File: config.mk
export PLATFORM = sky130hd
export DESIGN_NAME = pc_sequencer
export DESIGN_NICKNAME = d
export VERILOG_FILES = /design/src/rtl/pc_sequencer.sv
export SDC_FILE = /design/constraint.sdc
export NUM_CORES = 1
export LEC_CHECK = 0
export BUFFER_PORTS_ARGS = -buffer_cell sky130_fd_sc_hd__clkbuf_2
export CORE_UTILIZATION = 40
export DETAILED_ROUTE_END_ITERATION = 8
export PLACE_DENSITY = 0.69
export RECOVER_POWER = 100
export SYNTH_ARGS = -nofsm -noshare
export SYNTH_HDL_FRONTEND = slang
export SYNTH_SLANG_ARGS = --single-unit
File: constraint.sdc
create_clock -name clk -period 2.7 [get_ports clk]
set_clock_uncertainty 0.2 [all_clocks]
set_input_delay 0.405 -clock clk [delete_from_list [all_inputs] [get_ports clk]]
set_output_delay 0.405 -clock clk [all_outputs]
set_load 0.01 [all_outputs]
File: src/rtl/pc_sequencer.sv
// ============================================================================
// pc_sequencer
// ----------------------------------------------------------------------------
// Program-counter sequencer for the single-cycle MIPS core. Owns the PC
// register and each cycle decides whether the PC advances by STEP, takes a
// PC-relative branch, takes an absolute jump, holds, or halts. The pc output
// drives the instruction-memory address.
//
// Parameters:
//   PC_W     - PC / address width in bits
//   STEP     - increment per sequential instruction (unsigned, < 2**PC_W)
//   RESET_PC - PC loaded on reset and on restart from HALT
//
// Ports:
//   clk           in   rising-edge clock
//   rst           in   synchronous active-high reset
//   start         in   leave IDLE/HALT and begin fetching at RESET_PC
//   stall         in   hold PC this cycle (RUN only)
//   halt_req      in   enter HALT after the current cycle
//   jump          in   load jump_target
//   jump_target   in   absolute jump address
//   branch_taken  in   take PC-relative branch
//   branch_offset in   two's-complement offset, relative to pc+STEP
//   pc            out  current PC (registered)
//   pc_plus_step  out  combinational pc+STEP mod 2**PC_W
//   running       out  1 while in RUN
//   halted        out  1 while in HALT
//   trap          out  sticky wrap-trap flag
//
// Build option:
//   PC_WRAP_TRAP_EN - when defined, a sequential/branch target that leaves
//                     the address range halts the sequencer and sets trap
//                     instead of wrapping; when undefined the PC wraps and
//                     trap stays 0.
// ============================================================================
module pc_sequencer #(
    parameter int PC_W     = 5,
    parameter int STEP     = 1,
    parameter int RESET_PC = 0
) (
    input  logic            clk,
    input  logic            rst,
    input  logic            start,
    input  logic            stall,
    input  logic            halt_req,
    input  logic            jump,
    input  logic [PC_W-1:0] jump_target,
    input  logic            branch_taken,
    input  logic [PC_W-1:0] branch_offset,
    output logic [PC_W-1:0] pc,
    output logic [PC_W-1:0] pc_plus_step,
    output logic            running,
    output logic            halted,
    output logic            trap
);

    // Two guard bits above the PC width: bit XW-1 is the sign of the target,
    // bit XW-2 flags a target at or above 2**PC_W.
    localparam int XW = PC_W + 2;

    localparam logic [PC_W-1:0] STEP_W     = PC_W'(STEP);
    localparam logic [PC_W-1:0] RESET_PC_W = PC_W'(RESET_PC);

`ifdef PC_WRAP_TRAP_EN
    localparam bit TRAP_EN = 1'b1;
`else
    localparam bit TRAP_EN = 1'b0;
`endif

    typedef enum logic [1:0] {
        IDLE = 2'd0,
        RUN  = 2'd1,
        HALT = 2'd2
    } state_t;

    state_t          state;
    logic [XW-1:0]   seq_full;
    logic [XW-1:0]   br_full;
    logic [XW-1:0]   next_full;
    logic            wrap;

    // Full-precision targets: pc and STEP are unsigned (zero-extended), the
    // branch offset is two's complement (sign-extended).
    assign seq_full  = {2'b00, pc} + {2'b00, STEP_W};
    assign br_full   = seq_full + {{2{branch_offset[PC_W-1]}}, branch_offset};
    assign next_full = branch_taken ? br_full : seq_full;

    // Out of range when negative or >= 2**PC_W; jumps never reach this path.
    assign wrap = next_full[XW-1] | next_full[XW-2];

    assign pc_plus_step = pc + STEP_W;

    // NOTE: sequential state uses non-blocking assignments so every register
    // samples the pre-edge values, independent of statement order.
    always_ff @(posedge clk) begin
        if (rst) begin
            state   <= IDLE;
            pc      <= RESET_PC_W;
            running <= 1'b0;
            halted  <= 1'b0;
            trap    <= 1'b0;
        end else begin
            case (state)
                IDLE: begin
                    if (start) begin
                        state   <= RUN;
                        pc      <= RESET_PC_W;
                        running <= 1'b1;
                    end
                end

                RUN: begin
                    // Strict priority; lower-priority requests are dropped.
                    if (halt_req) begin
                        state   <= HALT;
                        running <= 1'b0;
                        halted  <= 1'b1;
                    end else if (!stall) begin
                        if (jump) begin
                            pc <= jump_target;
                        end else if (TRAP_EN && wrap) begin
                            // pc keeps its pre-wrap value for inspection.
                            state   <= HALT;
                            running <= 1'b0;
                            halted  <= 1'b1;
                            trap    <= 1'b1;
                        end else begin
                            pc <= next_full[PC_W-1:0];
                        end
                    end
                end

                HALT: begin
                    if (start) begin
                        state   <= RUN;
                        pc      <= RESET_PC_W;
                        running <= 1'b1;
                        halted  <= 1'b0;
                        trap    <= 1'b0;
                    end
                end

                default: begin
                    state   <= IDLE;
                    pc      <= RESET_PC_W;
                    running <= 1'b0;
                    halted  <= 1'b0;
                    trap    <= 1'b0;
                end
            endcase
        end
    end

endmodule
==> impl_metrics.env, run 1 <==
export IMPL_run_status="completed"
export IMPL_maxCapViolCount=0
export IMPL_die_y_um=43.21
export IMPL_synth_area_um2=679.4
export IMPL_setup_viol=0
export IMPL_crit_type="reg -> reg"
export IMPL_p_leak_uw=0.0003779
export IMPL_worstHoldPathCells=3
export IMPL_gr_usage_all_layers_pct=16.19
export IMPL_routed_wl_um=1466
export IMPL_end_kind="flip-flop"
export IMPL_synth_async_reset_ratio_pct=0
export IMPL_antennaDiodeCount=0
export IMPL_via_per_inst=5.015
export IMPL_start_util_pct=44.07
export IMPL_cts_buffers=3
export IMPL_cts_root_buf="clkbuf_4"
export IMPL_final_common_cell="clkbuf_2"
export IMPL_synth_edf_count=0
export IMPL_pwr_density_cell_nw_per_um2=381.1
export IMPL_cts_tree="yes"
export IMPL_ir_worst_vdd_mv=0.2392
export IMPL_hold_slack_ns=0.2467
export IMPL_grt_pass1_vias=581
export IMPL_drt_iter0_drc=6
export IMPL_hp_start="start"
export IMPL_drcViolationCount=0
export IMPL_rr_worst_depth=8
export IMPL_synth_area_leaders="dfxtp_1 27%, ha_1 11%, nor2_1 8.3%, a21oi_1 6.6%, xnor2_1 5.2%"
export IMPL_critical_path_required_ns=2.64
export IMPL_antenna_left=0
export IMPL_dpl_hpwl_um=1195
export IMPL_port_buffers=28
export IMPL_clockBufferDepth=2
export IMPL_max_freq_mhz=436.9
export IMPL_min_to="state[0]"
export IMPL_r2r_setup_slack_ns=0.41
export IMPL_slew_violations=0
export IMPL_min_path_type="in -> reg"
export IMPL_num_vias=682
export IMPL_critPathArrivalTime_ns=2.23
export IMPL_gp_congestion=0.7066
export IMPL_grt_first_pass_wirelength_um=2339
export IMPL_dieArea_um2=1867
export IMPL_yosysSeqAreaShare_pct=26.52
export IMPL_drive_above_1_share_pct=17.50
export IMPL_grt_busiest_layer="met2"
export IMPL_use_met2_pct=24.78
export IMPL_ys_types=28
export IMPL_use_met1_pct=22.82
export IMPL_yosysWarnings=0
export IMPL_wl_per_cell_um=10.78
export IMPL_ys_ff_latch=9
export IMPL_tns_ns=0
export IMPL_area_delta_synth_final_pct=23.02
export IMPL_worstSetupStartpointType="flip-flop"
export IMPL_r2r_start="pc[0]"
export IMPL_syn_inst=91
export IMPL_cts_sinks=9
export IMPL_rsz0062_at_grt="no"
export IMPL_antenna_found_initial=0
export IMPL_finalNetCount=145
export IMPL_fp_coreArea_um2=1541
export IMPL_grt_overflow=0
export IMPL_clk_latency_ns=0.25
export IMPL_yosysTopAreaCellShare_pct=26.52
export IMPL_power_uw=318.5
export IMPL_cts_hold_buf=0
export IMPL_ctsHtreeMaxLevel=1
export IMPL_avgSynthCellArea_um2=7.466
export IMPL_die_x_um=43.21
export IMPL_firstDrtPassIters=4
export IMPL_clk_pin_slew_ns=0.06
export IMPL_synthesis_nets=115
export IMPL_ys_flop_type="dfxtp_1"
export IMPL_fin_crit_sh_pct=84.78
export IMPL_num_rows=14
export IMPL_final_cell_mix="16 x clkbuf_2, 15 x nor2_1, 13 x clkbuf_1"
export IMPL_reg2reg_to="pc[4]"
export IMPL_cp_max_fo=6
export IMPL_io_pins=30
export IMPL_cts_resized=0
export IMPL_layout_min_cycle_time_ns=2.289
export IMPL_grt_start_max_net_pins=12
export IMPL_use_met3_pct=5.106
export IMPL_synth_largest_area_cell="dfxtp_1"
export IMPL_hold_viol=0
export IMPL_post_cts_setup_buffer_count=0
## metal layers
metal,part of all wire [%],vias to the layer above,wire [um]
met5,0,-,0
met4,0,0,0
met3,6.4,0,94
met2,44,21,649
met1,49,292,722
li1,-,369,-
## area by class of cell
class / count / area [um2]
fillers: 178 / 705.7
multi-input cells: 73 / 461.7
flip-flops and latches: 9 / 180.2
repair buffers: 28 / 125.1
clock buffers: 4 / 26.28
inverters: 6 / 22.52
well taps: 16 / 20.02
## power breakdown
group / switching (uW) / total (uW) / internal, uW
clock network: 43.1 / 99.8 / 56.7
registers: 5.81 / 144 / 138
logic: 40.6 / 74.4 / 33.8
## synthesized netlist by cell type (2+ instances only)
library cell	n
nor2_1	15
nor3_1	4
ha_1	6
nand2b_1	2
inv_1	6
o21ai_0	4
a22oi_1	3
nand2_1	8
clkbuf_1	2
mux2i_1	2
nand3_1	2
a21oi_1	9
xor2_1	2
xnor2_1	4
dfxtp_1	9
## stage by stage
step | utilization [%] | worst slack, ns | cells | cell area [um2]
6_report | 54.22 | 0.4109 | 136 | 835.8
3_3_place_gp | 53.49 | 0.4673 | 132 | 824.5
2_1_floorplan | - | 0.4455 | 91 | 679.4
3_5_place_dp | 53.49 | 0.4219 | 132 | 824.5
5_1_grt | 54.22 | 0.2798 | 136 | 835.8
4_1_cts | 55.19 | 0.4104 | 136 | 850.8
## registers in the layout (all words and copies together), names as in the netlist
| name | flops |
|---|---|
| pc | 5 |
| state | 2 |
| halted | 1 |
| running | 1 |
## worst max path at each step
stage | endpoint | slack, ns | cells after the start | from
2_1_floorplan | pc[4] | 0.45 | 8 | pc[0]
3_3_place_gp | pc[4] | 0.47 | 8 | pc[0]
3_5_place_dp | pc[4] | 0.42 | 8 | pc[0]
4_1_cts | pc[4] | 0.41 | 8 | pc[0]
5_1_grt | pc[4] | 0.28 | 8 | pc[0]
6_report | pc[4] | 0.41 | 8 | pc[0]
## critical path, stage by stage, from the launching register on
cell,delay [ns]
dfxtp_1,0.35
ha_1,0.35
inv_1,0.07
fa_1,0.42
nand2b_1,0.17
a21oi_1,0.16
mux2i_1,0.23
xnor2_1,0.13
o21ai_0,0.10
## kinds of logic (layout without fill, tap and decap cells)
logic type                 after synthesis  count (layout)  share of synthesized area (%)
muxes                                    2               2                          2.947
buffers and inverters                    9              38                          5.525
and+or+nand+nor                         35              35                          23.76
AOI/OAI and AO/OA                       22              22                          18.97
xor gates and xnor gates                 6               6                          7.735
DFF                                      9               9                          26.52
adders and majority gates                7               7                          14.00
other                                    1               1                         0.5520
Power figures use the tool's default switching activity.
==> run 2, diff against run 1 <==
--- a/config.mk
+++ b/config.mk
@@ -8,7 +8,7 @@
 export BUFFER_PORTS_ARGS = -buffer_cell sky130_fd_sc_hd__clkbuf_2
 export CORE_UTILIZATION = 40
 export DETAILED_ROUTE_END_ITERATION = 8
-export PLACE_DENSITY = 0.69
+export PLACE_DENSITY = 0.72
 export RECOVER_POWER = 100
 export SYNTH_ARGS = -nofsm -noshare
 export SYNTH_HDL_FRONTEND = slang
==> constraint.sdc (replaced) <==
create_clock -name clk -period 1.94 [get_ports clk]
set_clock_uncertainty 0.2 [all_clocks]
set_input_delay 0.291 -clock clk [delete_from_list [all_inputs] [get_ports clk]]
set_output_delay 0.291 -clock clk [all_outputs]
set_load 0.01 [all_outputs]
==> run 2 against run 1 <==
  * The run now ends with setup timing left
  * Critical path depth did not move
  * Final cell count rose by 6.6%
  * Worst hold slack got worse by 0.12 ns
  * Sequential power rose by 37%
  * Wire length rose by 15%
  * Clock power rose by 44%
  * Utilization rose by 10 points
  * Fmax rose by 11%
  * Sequential share of layout area fell by 2.6 points
  * Non-clock buffer count rose by 9
  * Combinational power rose by 73%
==> impl_metrics.env, run 2 (synthesis results as in run 1) <==
export IMPL_cts_sinks=9
export IMPL_final_cell_mix="22 x clkbuf_2, 15 x nor2_1, 9 x buf_4"
export IMPL_wl_per_cell_um=11.62
export IMPL_top_register="pc"
export IMPL_ir_worst_vdd_mv=0.4898
export IMPL_p_int_uw=332.2
export IMPL_final_common_cell="clkbuf_2"
export IMPL_finalNetCount=154
export IMPL_reg_top3="pc x5, state x2"
export IMPL_io_pins=30
export IMPL_worstSetupStartpointType="flip-flop"
export IMPL_num_vias=745
export IMPL_setup_viol=4
export IMPL_wl_met2_um=843
export IMPL_dpl_hpwl_um=1406
export IMPL_die_x_um=43.21
export IMPL_drive_above_1_share_pct=39.53
export IMPL_setup_slack_ns=-0.1243
export IMPL_antennaDiodeCount=0
export IMPL_cp_max_fo=4
export IMPL_die_y_um=43.21
export IMPL_max_freq_mhz=484.4
export IMPL_grt_overflow=0
export IMPL_sw_frac_of_total_pct=29.39
export IMPL_gr_usage_all_layers_pct=20.49
export IMPL_grt_first_pass_wirelength_um=2891
export IMPL_layout_min_cycle_time_ns=2.064
export IMPL_clockBufferDepth=2
export IMPL_switchingPower_uw=138.3
export IMPL_clk_latency_ns=0.26
export IMPL_port_buffers=28
export IMPL_antenna_left=0
export IMPL_routed_wl_um=1685
export IMPL_largest_reg_flops=5
export IMPL_maxCapViolCount=0
export IMPL_min_path_type="in -> reg"
export IMPL_dieArea_um2=1867
export IMPL_power_frac_comb_pct=27.4
export IMPL_grt_pass1_vias=715
export IMPL_cts_root_buf="clkbuf_4"
export IMPL_drt_iter0_drc=10
export IMPL_met1_length_um=724
export IMPL_violations="setup timing"
export IMPL_area_delta_synth_final_pct=46.41
export IMPL_wl_met3_um=106
export IMPL_dp_cells=140
export IMPL_fin_util_pct=64.53
export IMPL_tns_ns=-0.3083
export IMPL_critPathArrivalTime_ns=2.01
export IMPL_crit_slowest_cell="dfxtp_4"
export IMPL_cts_tree="yes"
export IMPL_p_clk_share_pct=30.5
export IMPL_drcViolationCount=0
export IMPL_hold_viol=0
export IMPL_power_uw=470.4
export IMPL_critical_path_required_ns=1.88
export IMPL_num_rows=14
export IMPL_start_util_pct=44.07
export IMPL_via_per_inst=5.138
export IMPL_fp_coreArea_um2=1541
export IMPL_crit_type="reg -> reg"
export IMPL_run_status="finished, violations left"
export IMPL_top_layer="met4"
export IMPL_power_frac_seq_pct=42.1
export IMPL_antenna_found_initial=0
export IMPL_instances_no_fill=145
export IMPL_p_leak_uw=0.0004554
export IMPL_cp_slowest_stage_delay_ns=0.36
export IMPL_clk_pin_slew_ns=0.06
export IMPL_end_kind="flip-flop"
export IMPL_ctsHtreeMaxLevel=1
export IMPL_fin_crit_sh_pct=106.4
export IMPL_gp_congestion=0.7894
export IMPL_slew_violations=0
export IMPL_rsz0062_at_grt="yes"
export IMPL_pwr_density_cell_nw_per_um2=472.9
export IMPL_cp_cell_sequence="ha_4 -> inv_2 -> fa_2 -> nand2b_4 -> a21oi_2 -> mux2i_1 -> xnor2_1 -> o21ai_1"
export IMPL_cts_buffers=3
export IMPL_grt_start_max_net_pins=12
export IMPL_firstDrtPassIters=4
## run 2: changes by cell type in the layout (fill, tap and decap cells not counted), moves of 3 or more
cell,change
dfxtp_1,-3
clkbuf_1,-6
clkbuf_2,+6
ha_1,-3
buf_4,+9
ha_4,+3
## run 2: final timing paths
kind,start,to,slack [ns],cells past startpoint
worst max register to register,pc[0],pc[4],-0.12,8
worst max-delay path,pc[0],pc[4],-0.12,8
worst min register to register,running,running,0.31,2
worst min-delay path,start,state[0],0.13,3
## run 2: area by class of cell
class | instances | area, um2
fill | 151 | 546.8
multi-input combinational | 73 | 536.8
timing repair buffer | 37 | 200.2
sequential | 9 | 188.9
clock buffer | 4 | 26.28
inverter | 6 | 22.52
tap | 16 | 20.02
## run 2: through the flow
step / hold WS [ns] / area, um2 / worst slack, ns
after floorplan: 0.2337 / 738.2 / -0.07944
after global placement: 0.2873 / 943.4 / -0.06501
after detailed placement: 0.2974 / 943.4 / -0.1266
after CTS: 0.1235 / 1021 / -0.1360
after global routing: 0.1451 / 994.7 / -0.2020
final: 0.1266 / 994.7 / -0.1243
## run 2: worst max-delay path: cells and delay by family (launching register included)
kind,cells,cell delay [ns]
adder cells (fa/ha/maj),2,0.62
AND/OR/NAND/NOR,1,0.16
buffers and inverters,1,0.04
XOR/XNOR,1,0.14
multiplexers,1,0.22
flip-flops,1,0.36
AO/OA/AOI/OAI,2,0.20
## run 2: routing by layer
metal	vias to the layer above	global-route usage, %
met2	22	35.82
met5	-	0
met4	0	4.242
met3	2	7.660
met1	335	23.51
li1	386	-
## run 2: power groups by stage
stage | sequential, uW | combinational, uW | clock, uW
after floorplan | 206 | 71.9 | 0
after CTS | 199 | 131 | 147
after global placement | 204 | 118 | 0
final | 198 | 129 | 144
after global routing | 200 | 144 | 159
after detailed placement | 204 | 122 | 0
## run 2: timing repair
item                                   in CTS  in global routing
gates resized for setup                     7                  0
endpoints found under the hold margin       0                  0
buffers inserted                            1                  0
pin swaps                                   7                  7
hold buffers                                0                  0
setup endpoints to repair                   4                  4
==> run 3, diff against run 2 <==
--- a/config.mk
+++ b/config.mk
@@ -10,6 +10,7 @@
 export DETAILED_ROUTE_END_ITERATION = 8
 export PLACE_DENSITY = 0.72
 export RECOVER_POWER = 100
+export REMOVE_ABC_BUFFERS = 1
 export SYNTH_ARGS = -nofsm -noshare
 export SYNTH_HDL_FRONTEND = slang
 export SYNTH_SLANG_ARGS = --single-unit
==> run 3 against run 2 <==
  * The flow still finishes with violations (setup timing)
  * Power is 2.9% higher
  * Flip-flop and latch count stayed put
  * Wire length is 12% higher
  * Final cell count is 3.4% higher
  * Utilization is 3.3 points higher
  * Sequential share of layout area is 1.4 points lower
  * Via count is 5.0% higher
  * Clock power hardly changed
  * Setup slack worse by 0.053 ns
  * Global-route usage is 0.80 points higher
  * Fmax is 2.5% lower
  * Die area stayed put
  * Largest power group unchanged
  * Highest routed layer unchanged
==> impl_metrics.env, run 3 (synthesis results as in run 1) <==
export IMPL_reg_top3="pc x5, state x2"
export IMPL_power_uw=484.3
export IMPL_grt_start_max_net_pins=12
export IMPL_final_common_cell="clkbuf_2"
export IMPL_stdcell_area_um2=1046
export IMPL_fin_crit_sh_pct=109.1
export IMPL_gp_congestion=0.7830
export IMPL_num_rows=14
export IMPL_antenna_found_initial=0
export IMPL_fin_util_pct=67.86
export IMPL_finalNetCount=159
export IMPL_tns_ns=-0.3636
export IMPL_area_delta_synth_final_pct=53.96
export IMPL_p_leak_uw=0.0004964
export IMPL_largest_reg_flops=5
export IMPL_crit_path_start="pc[1]"
export IMPL_via_per_inst=5.213
export IMPL_final_cell_mix="23 x clkbuf_2, 15 x nor2_1, 12 x buf_4"
export IMPL_num_vias=782
export IMPL_critPathArrivalTime_ns=2.07
export IMPL_cts_hold_buf=0
export IMPL_cts_buffers=3
export IMPL_crit_type="reg -> reg"
export IMPL_layout_min_cycle_time_ns=2.117
export IMPL_dieArea_um2=1867
export IMPL_grt_first_pass_wirelength_um=2967
export IMPL_pwr_density_cell_nw_per_um2=463.0
export IMPL_end_kind="flip-flop"
export IMPL_grt_pass1_vias=730
export IMPL_gr_usage_all_layers_pct=21.29
export IMPL_antenna_left=0
export IMPL_maxCapViolCount=0
export IMPL_die_y_um=43.21
export IMPL_wl_per_cell_um=12.63
export IMPL_setup_viol=4
export IMPL_clk_latency_ns=0.26
export IMPL_ir_worst_vdd_mv=0.3145
export IMPL_clockBufferDepth=2
export IMPL_setup_slack_ns=-0.1772
export IMPL_drcViolationCount=0
export IMPL_ctsHtreeMaxLevel=1
export IMPL_rsz0062_at_grt="yes"
export IMPL_hold_viol=0
export IMPL_drive_above_1_share_pct=43.28
export IMPL_r2r_start="pc[1]"
export IMPL_dpl_hpwl_um=1384
export IMPL_grt_overflow=0
export IMPL_antennaDiodeCount=0
export IMPL_cp_max_fo=3
export IMPL_slew_violations=0
export IMPL_run_status="finished, violations left"
export IMPL_start_util_pct=44.07
export IMPL_firstDrtPassIters=4
export IMPL_top_register="pc"
export IMPL_critPathCapture="pc[3]"
export IMPL_instances_no_fill=150
export IMPL_cts_root_buf="clkbuf_4"
export IMPL_fp_coreArea_um2=1541
export IMPL_clk_pin_slew_ns=0.06
export IMPL_r2r_setup_slack_ns=-0.18
export IMPL_die_x_um=43.21
export IMPL_dp_cells=143
export IMPL_worstHoldPathCells=3
export IMPL_routed_wl_um=1894
export IMPL_drt_iter0_drc=8
export IMPL_port_buffers=28
export IMPL_cts_sinks=9
export IMPL_min_path_type="in -> reg"
export IMPL_reg2reg_to="pc[3]"
export IMPL_cts_tree="yes"
export IMPL_worstSetupStartpointType="flip-flop"
export IMPL_io_pins=30
export IMPL_violations="setup timing"
export IMPL_placed_cell_area_um2=907.1
export IMPL_critical_path_required_ns=1.89
export IMPL_rr_worst_depth=8
export IMPL_max_freq_mhz=472.3
==> run 3: area by class of cell <==
type	count	area, um2
Clock buffer	4	26.28
Fill cell	139	495.5
Inverter	6	22.52
Multi-Input combinational cell	73	550.5
Sequential cell	9	183.9
Tap cell	16	20.02
Timing Repair Buffer	42	242.7
==> run 3: how the worst min path moves through the flow <==
| stage | endpoint | startpoint | slack [ns] |
|---|---|---|---|
| 2_1_floorplan | pc[2] | rst | 0.16 |
| 4_1_cts | state[0] | start | 0.11 |
| 3_5_place_dp | running | running | 0.30 |
| 5_1_grt | state[0] | start | 0.13 |
| 3_3_place_gp | running | running | 0.29 |
| 6_report | state[0] | start | 0.11 |
==> run 3: stage by stage <==
stage	worst slack (ns)	hold slack, ns
final	-0.1772	0.1142
after global routing	-0.2637	0.1317
after CTS	-0.1117	0.1094
after detailed placement	-0.3010	0.2984
after global placement	-0.2522	0.2915
after floorplan	-0.3145	0.1601
==> run 3: metal layers <==
metal / global-route usage, % / part of all wire (%)
met5: 0 / 0
met4: 11.52 / 2.3
met3: 4.681 / 4.1
met2: 37.31 / 52
met1: 23.32 / 42
==> run 3: critical path, stage by stage (launching register included) <==
cell     delay (ns)
dfxtp_1        0.39
buf_4          0.16
nand3_2        0.10
xnor2_2        0.17
ha_1           0.33
buf_4          0.14
xor2_1         0.18
a31oi_1        0.12
a22o_1         0.22
==> run 3: repair_timing <==
| action | CTS | global route |
|---|---|---|
| resized for setup | 16 | 6 |
| setup buffers | 2 | 1 |
| pin swaps | 14 | 11 |
| endpoints found under the hold margin | 0 | 0 |
| endpoints found under the setup margin | 5 | 6 |
==> run 3: power breakdown <==
part           internal, uW  total (uW)  leakage, uW  switching (uW)
clock                  79.3         145    0.0000150            66.0
sequential              191         200    0.0000742            8.42
combinational          67.8         139     0.000407            71.4
